<file path="config.mk">
export PLATFORM = sky130hd
export DESIGN_NAME = morse_output
export DESIGN_NICKNAME = d
export VERILOG_FILES = /design/src/rtl/morse_pkg.sv /design/src/rtl/morse_unit_timer.sv /design/src/rtl/morse_output.sv
export SDC_FILE = /design/constraint.sdc
export NUM_CORES = 1
export LEC_CHECK = 0
export BUFFER_PORTS_ARGS = -buffer_cell sky130_fd_sc_hd__buf_2
export CAP_MARGIN = 15
export CORE_UTILIZATION = 35
export DETAILED_ROUTE_END_ITERATION = 8
export GPL_ROUTABILITY_DRIVEN = 1
export PLACE_DENSITY_LB_ADDON = 0.3
export REMOVE_ABC_BUFFERS = 1
export SKIP_LAST_GASP = 1
export SLEW_MARGIN = 20
export SYNTH_ARGS = -nofsm -noshare
export SYNTH_HDL_FRONTEND = slang
export SYNTH_HIERARCHICAL = 1
export SYNTH_SLANG_ARGS = --single-unit
</file>
<file path="constraint.sdc">
create_clock -name clk -period 9.7 [get_ports clk]
set_input_delay 1.455 -clock clk [delete_from_list [all_inputs] [get_ports clk]]
set_output_delay 1.455 -clock clk [all_outputs]
set_load 0.005 [all_outputs]
</file>
<file path="src/rtl/morse_pkg.sv">
// Shared Morse encoding and timing constants for the transmitter and receiver paths.
package morse_pkg;

  typedef enum logic [2:0] {
    IDLE,
    MARK,
    SYM_GAP,
    CHAR_GAP,
    WORD_GAP
  } state_t;

  localparam logic [2:0] DOT_UNITS      = 3'd1;
  localparam logic [2:0] DASH_UNITS     = 3'd3;
  localparam logic [2:0] SYM_GAP_UNITS  = 3'd1;
  localparam logic [2:0] CHAR_GAP_UNITS = 3'd3;
  localparam logic [2:0] WORD_GAP_UNITS = 3'd4;

  localparam int LEN_MSB = 7;
  localparam int LEN_LSB = 5;
  localparam int SYM_MSB = 4;

  localparam logic [2:0] MAX_SYMBOLS = 3'd5;

  // Out-of-range lengths (6, 7) are treated as a full five-symbol character.
  function automatic logic [2:0] clamp_len(input logic [2:0] len);
    return (len > MAX_SYMBOLS) ? MAX_SYMBOLS : len;
  endfunction

endpackage

</file>
<file path="src/rtl/morse_unit_timer.sv">
// Interval timer: on load, counts units*UNIT_CYCLES cycles and flags the last one with expire.
module morse_unit_timer #(
  parameter int UNIT_CYCLES = 1500
) (
  input  logic       clk,
  input  logic       rst,
  input  logic       load,
  input  logic [2:0] units,
  output logic       expire
);

  localparam int CW = $clog2(4 * UNIT_CYCLES);

  logic [CW-1:0] cnt;
  logic          running;

  // NOTE: sequential state is always written with non-blocking assignments so every
  // register samples the pre-edge values regardless of statement order.
  always_ff @(posedge clk) begin
    if (!rst) begin
      cnt     <= '0;
      running <= 1'b0;
    end else if (load) begin
      cnt     <= CW'(int'(units) * UNIT_CYCLES - 1);
      running <= 1'b1;
    end else if (running) begin
      if (cnt == '0) running <= 1'b0;
      else           cnt     <= cnt - 1'b1;
    end
  end

  assign expire = running && (cnt == '0);

endmodule

</file>
<file path="src/rtl/morse_output.sv">
// Morse transmitter: accepts one packed character per handshake and keys dots, dashes and gaps.
module morse_output
  import morse_pkg::*;
#(
  parameter int UNIT_CYCLES = 1500
) (
  input  logic       clk,
  input  logic       rst,
  input  logic [7:0] morse_in,
  input  logic       in_valid,
  output logic       in_ready,
  output logic       key_out,
  output logic       busy,
  output logic       done
);

  state_t     state;
  logic [4:0] shreg;
  logic [2:0] count;
  logic       accept;
  logic       load;
  logic [2:0] units;
  logic       expire;
  logic [2:0] len_raw;

  assign accept  = in_valid && in_ready;
  assign len_raw = morse_in[LEN_MSB:LEN_LSB];

  morse_unit_timer #(.UNIT_CYCLES(UNIT_CYCLES)) u_timer (
    .clk    (clk),
    .rst    (rst),
    .load   (load),
    .units  (units),
    .expire (expire)
  );

  // Timer reload on every state change, with the length of the interval being entered.
  // NOTE: every always_comb output gets a default first, so no path can infer a latch.
  always_comb begin
    load  = 1'b0;
    units = DOT_UNITS;
    case (state)
      IDLE: if (accept) begin
        load  = 1'b1;
        units = (len_raw == 3'd0) ? WORD_GAP_UNITS
              : (morse_in[SYM_MSB] ? DASH_UNITS : DOT_UNITS);
      end
      MARK: if (expire) begin
        load  = 1'b1;
        units = (count > 3'd1) ? SYM_GAP_UNITS : CHAR_GAP_UNITS;
      end
      SYM_GAP: if (expire) begin
        load  = 1'b1;
        units = shreg[4] ? DASH_UNITS : DOT_UNITS;
      end
      default: ;
    endcase
  end

  always_ff @(posedge clk) begin
    if (!rst) begin
      state    <= IDLE;
      shreg    <= '0;
      count    <= '0;
      key_out  <= 1'b0;
      busy     <= 1'b0;
      done     <= 1'b0;
      in_ready <= 1'b1;
    end else begin
      done <= 1'b0;
      case (state)
        IDLE: if (accept) begin
          shreg    <= morse_in[SYM_MSB:0];
          count    <= clamp_len(len_raw);
          busy     <= 1'b1;
          in_ready <= 1'b0;
          if (len_raw == 3'd0) begin
            state   <= WORD_GAP;
            key_out <= 1'b0;
          end else begin
            state   <= MARK;
            key_out <= 1'b1;
          end
        end
        MARK: if (expire) begin
          key_out <= 1'b0;
          shreg   <= {shreg[3:0], 1'b0};
          count   <= count - 3'd1;
          state   <= (count > 3'd1) ? SYM_GAP : CHAR_GAP;
        end
        SYM_GAP: if (expire) begin
          key_out <= 1'b1;
          state   <= MARK;
        end
        CHAR_GAP, WORD_GAP: if (expire) begin
          state    <= IDLE;
          busy     <= 1'b0;
          in_ready <= 1'b1;
          done     <= 1'b1;
        end
        default: begin
          state    <= IDLE;
          key_out  <= 1'b0;
          busy     <= 1'b0;
          in_ready <= 1'b1;
        end
      endcase
    end
  end

endmodule

</file>
==> impl_metrics.ini <==
[logic_synthesis]
synth_top_family_by_area = compound AO/OA/AOI/OAI gates
ys_warn_count = 6
synth-main-ff-cell = dfxtp_1
synth_top_area_frac = 0.256
synthMuxAreaShare = 0.0138
async_reset_ff_frac = 0
synth_area_leaders = dfxtp_1, ha_1, nand2_1
synth-seq-area-share = 0.256
synth_edf_count = 0
syn_inst = 280
synth_top_cell_by_area = dfxtp_1
synth_simple_gate_area_frac = 0.240
synth_xor_area_frac = 0.0888
avgSynthCellArea_um2 = 8.11
synth_seq_cells = 29
synth_compound_gate_area_share = 0.240
synth_cell_type_count = 61
netlist_area_um2 = 2270
synth_fa_ha_area_frac = 0.0926

[clocking]
cts_num_sinks = 29
cts_setup_buffers = 0
clock_path_buffers = 2
cts_root_buffer = clkbuf_8
cts_hold_buf = 0
cts_tree = done
clkTransAtPathRegs_ns = 0.06
cts_resized = 0
h-tree-depth = 2
cts_buffers = 5
clk_latency_ns = 0.28

[worst_setup_path]
crit_path_cell_trace = or2_1 -> nor4b_2 -> nor2b_1 -> o21ai_0 -> o21ai_0 -> inv_1 -> fa_1 -> inv_1 -> ha_1 -> fa_1 -> a21o_1 -> a21oi_1 -> or3b_1 -> xor2_1 -> xnor2_1 -> o21ai_1
endpoint_kind = flip-flop
critPathSlowestCell = nor2b_1
cp.required_ns = 9.87
critPathMaxStageDelay_ns = 0.62
rr_worst_depth = 16
arrival_ns = 5.52
cp-start-kind = flip-flop
cp_max_fo = 10
worstSetupPathType = flip-flop to flip-flop

[placed_design]
dp_slack_ns = 4.30
dpl.hpwl_mm = 3.47
place.port_buffers = 14
place_congestion = 0.783

[layout]
layout-drive-gt1-share = 0.122
area_delta_synth_final_pct = 6.78
nets = 312
seq_area_um2 = 581
diodes = 0
multiInputGateArea_um2 = 1530
fillers = 651

[run]
maxCapViolCount = 0

[sta]
maxSlewHeadroom = 0.540
hold_viol_final = 0
slew_violations = 0
timing.setup.tns_ns = 0
finalSetupViolCount = 0
timing.final.crit_share = 0.552
worst_clock_skew_ns = 0.00572
rsz0062_at_grt = no
timing.final.ws_setup_ns = 4.34
min_period_ns = 5.36
worst_slew_pin_slew_ns = 0.683
max_freq_mhz = 187

[grt]
grt-ovfl-total = 0
grt_first_pass_wirelength_mm = 8.00
globalRouteTotalUtil = 0.153
antenna_found_initial = 0
grt_max_degree = 24
grt_pass1_vias = 1733

[die]
core_um2 = 6100
die_w_um = 82.5
num_rows = 28
start_util = 0.372
die_y_um = 82.5
boundaryPins = 15
die_area_um2 = 6810

[route]
drtPass1Iterations = 4
drc = 0
viasPerCell = 5.37
wl_per_cell_um = 13.3
drt_iter0_markers = 112
routed_wl_mm = 4.79
ant_nets = 0
vias = 1938

[pwr]
p_sw_mw = 0.206
intPower_mw = 0.301
peakVddDrop_mv = 0.0820
switching_share = 0.406
p_per_area_nw_per_um2 = 209
pwr-share-seq = 0.348
clockPowerShare = 0.200
p_leak_nw = 0.972
pwr-share-comb = 0.452

[outcome]
status = completed

[min_path]
hold_path_depth = 2
holdCritPathClass = flip-flop to flip-flop
## critical path, delay by kind of cell, from the launching register on
kind | cells | cell delay, ns
AND/OR/NAND/NOR | 4 | 1.72
flip-flops | 1 | 0.32
buffers and inverters | 2 | 0.22
AO/OA/AOI/OAI | 5 | 1.38
XOR/XNOR | 2 | 0.32
adder cells (fa/ha/maj) | 3 | 1.29
## layer usage
layer	share of wire	vias up	global-route usage
met2	0.44	22	0.234
met3	0.023	6	0.0198
li1	-	1013	-
met5	0	-	0
met1	0.52	897	0.215
met4	0.017	0	0.0621
## power groups by stage
stage / clock [mW] / combinational (mW) / sequential [mW]
4_1_cts: 0.103 / 0.228 / 0.176
6_report: 0.101 / 0.229 / 0.177
3_3_place_gp: 0 / 0.225 / 0.178
5_1_grt: 0.109 / 0.257 / 0.181
3_5_place_dp: 0 / 0.226 / 0.179
2_1_floorplan: 0 / 0.182 / 0.173
## kinds of logic (layout without fill, tap and decap cells)
family,after synthesis,after routing
and+or+nand+nor,100,100
AOI/OAI and AO/OA,79,79
buffers and inverters,31,37
DFF,29,29
xor gates and xnor gates,23,23
adders and majority gates,15,15
muxes,3,3
## flip-flops by register name, indices dropped and copies added, names as in the netlist
signal	flops
busy	1
count	3
done	1
in_ready	1
key_out	1
shreg	5
state	3
u_timer/cnt	13
u_timer/running	1
## synth_stat cells (5+ instances only)
cell and count:
a21o_1 6, nor3_1 7, xnor2_1 12, nor4_1 6, clkbuf_1 6, a31oi_1 5, a21oi_1 15, o21ai_0 16
buf_2 5, nor2_1 24, xor2_1 11, dfxtp_1 29, inv_1 15, ha_1 12, nand3_1 5, nand2_1 28
## cell usage in the layout (no fill, tap or decap), types with 4 or more instances in the layout
cell / instances
a21o_1: 6
buf_2: 14
o21ai_1: 4
nor3_1: 7
clkbuf_8: 6
xnor2_1: 12
nor2_1: 24
nand2_1: 28
ha_1: 12
xor2_1: 11
a21oi_1: 15
o21ai_0: 16
a311oi_1: 4
inv_1: 15
nand3_1: 5
a211oi_1: 4
dfxtp_1: 29
a31oi_1: 5
nor4_1: 6
## through the flow
step / std cells / cell area, um2 / utilization / power [mW] / hold slack [ns]
floorplan: 265 / 2170 / - / 0.355 / 0.451
global placement: 354 / 2340 / 0.383 / 0.404 / 0.444
detailed placement: 354 / 2340 / 0.383 / 0.404 / 0.454
CTS: 361 / 2420 / 0.398 / 0.508 / 0.463
global route: 361 / 2420 / 0.398 / 0.546 / 0.493
finish: 361 / 2420 / 0.398 / 0.507 / 0.466
## cell type report
class / instances / area share
multi-input cells: 220 / 0.632
clock buffers: 7 / 0.0356
repair buffers: 14 / 0.0289
well taps: 75 / 0.0387
flip-flops and latches: 29 / 0.240
inverters: 16 / 0.0248
## path summary, 6_finish.rpt
path / start / endpoint / slack [ns]
max: u_timer/cnt[7] / u_timer/cnt[9] / 4.34
min: key_out / key_out / 0.47
max reg2reg: u_timer/cnt[7] / u_timer/cnt[9] / 4.34
min reg2reg: key_out / key_out / 0.47
Note: power is estimated with default switching activity, not from simulation.
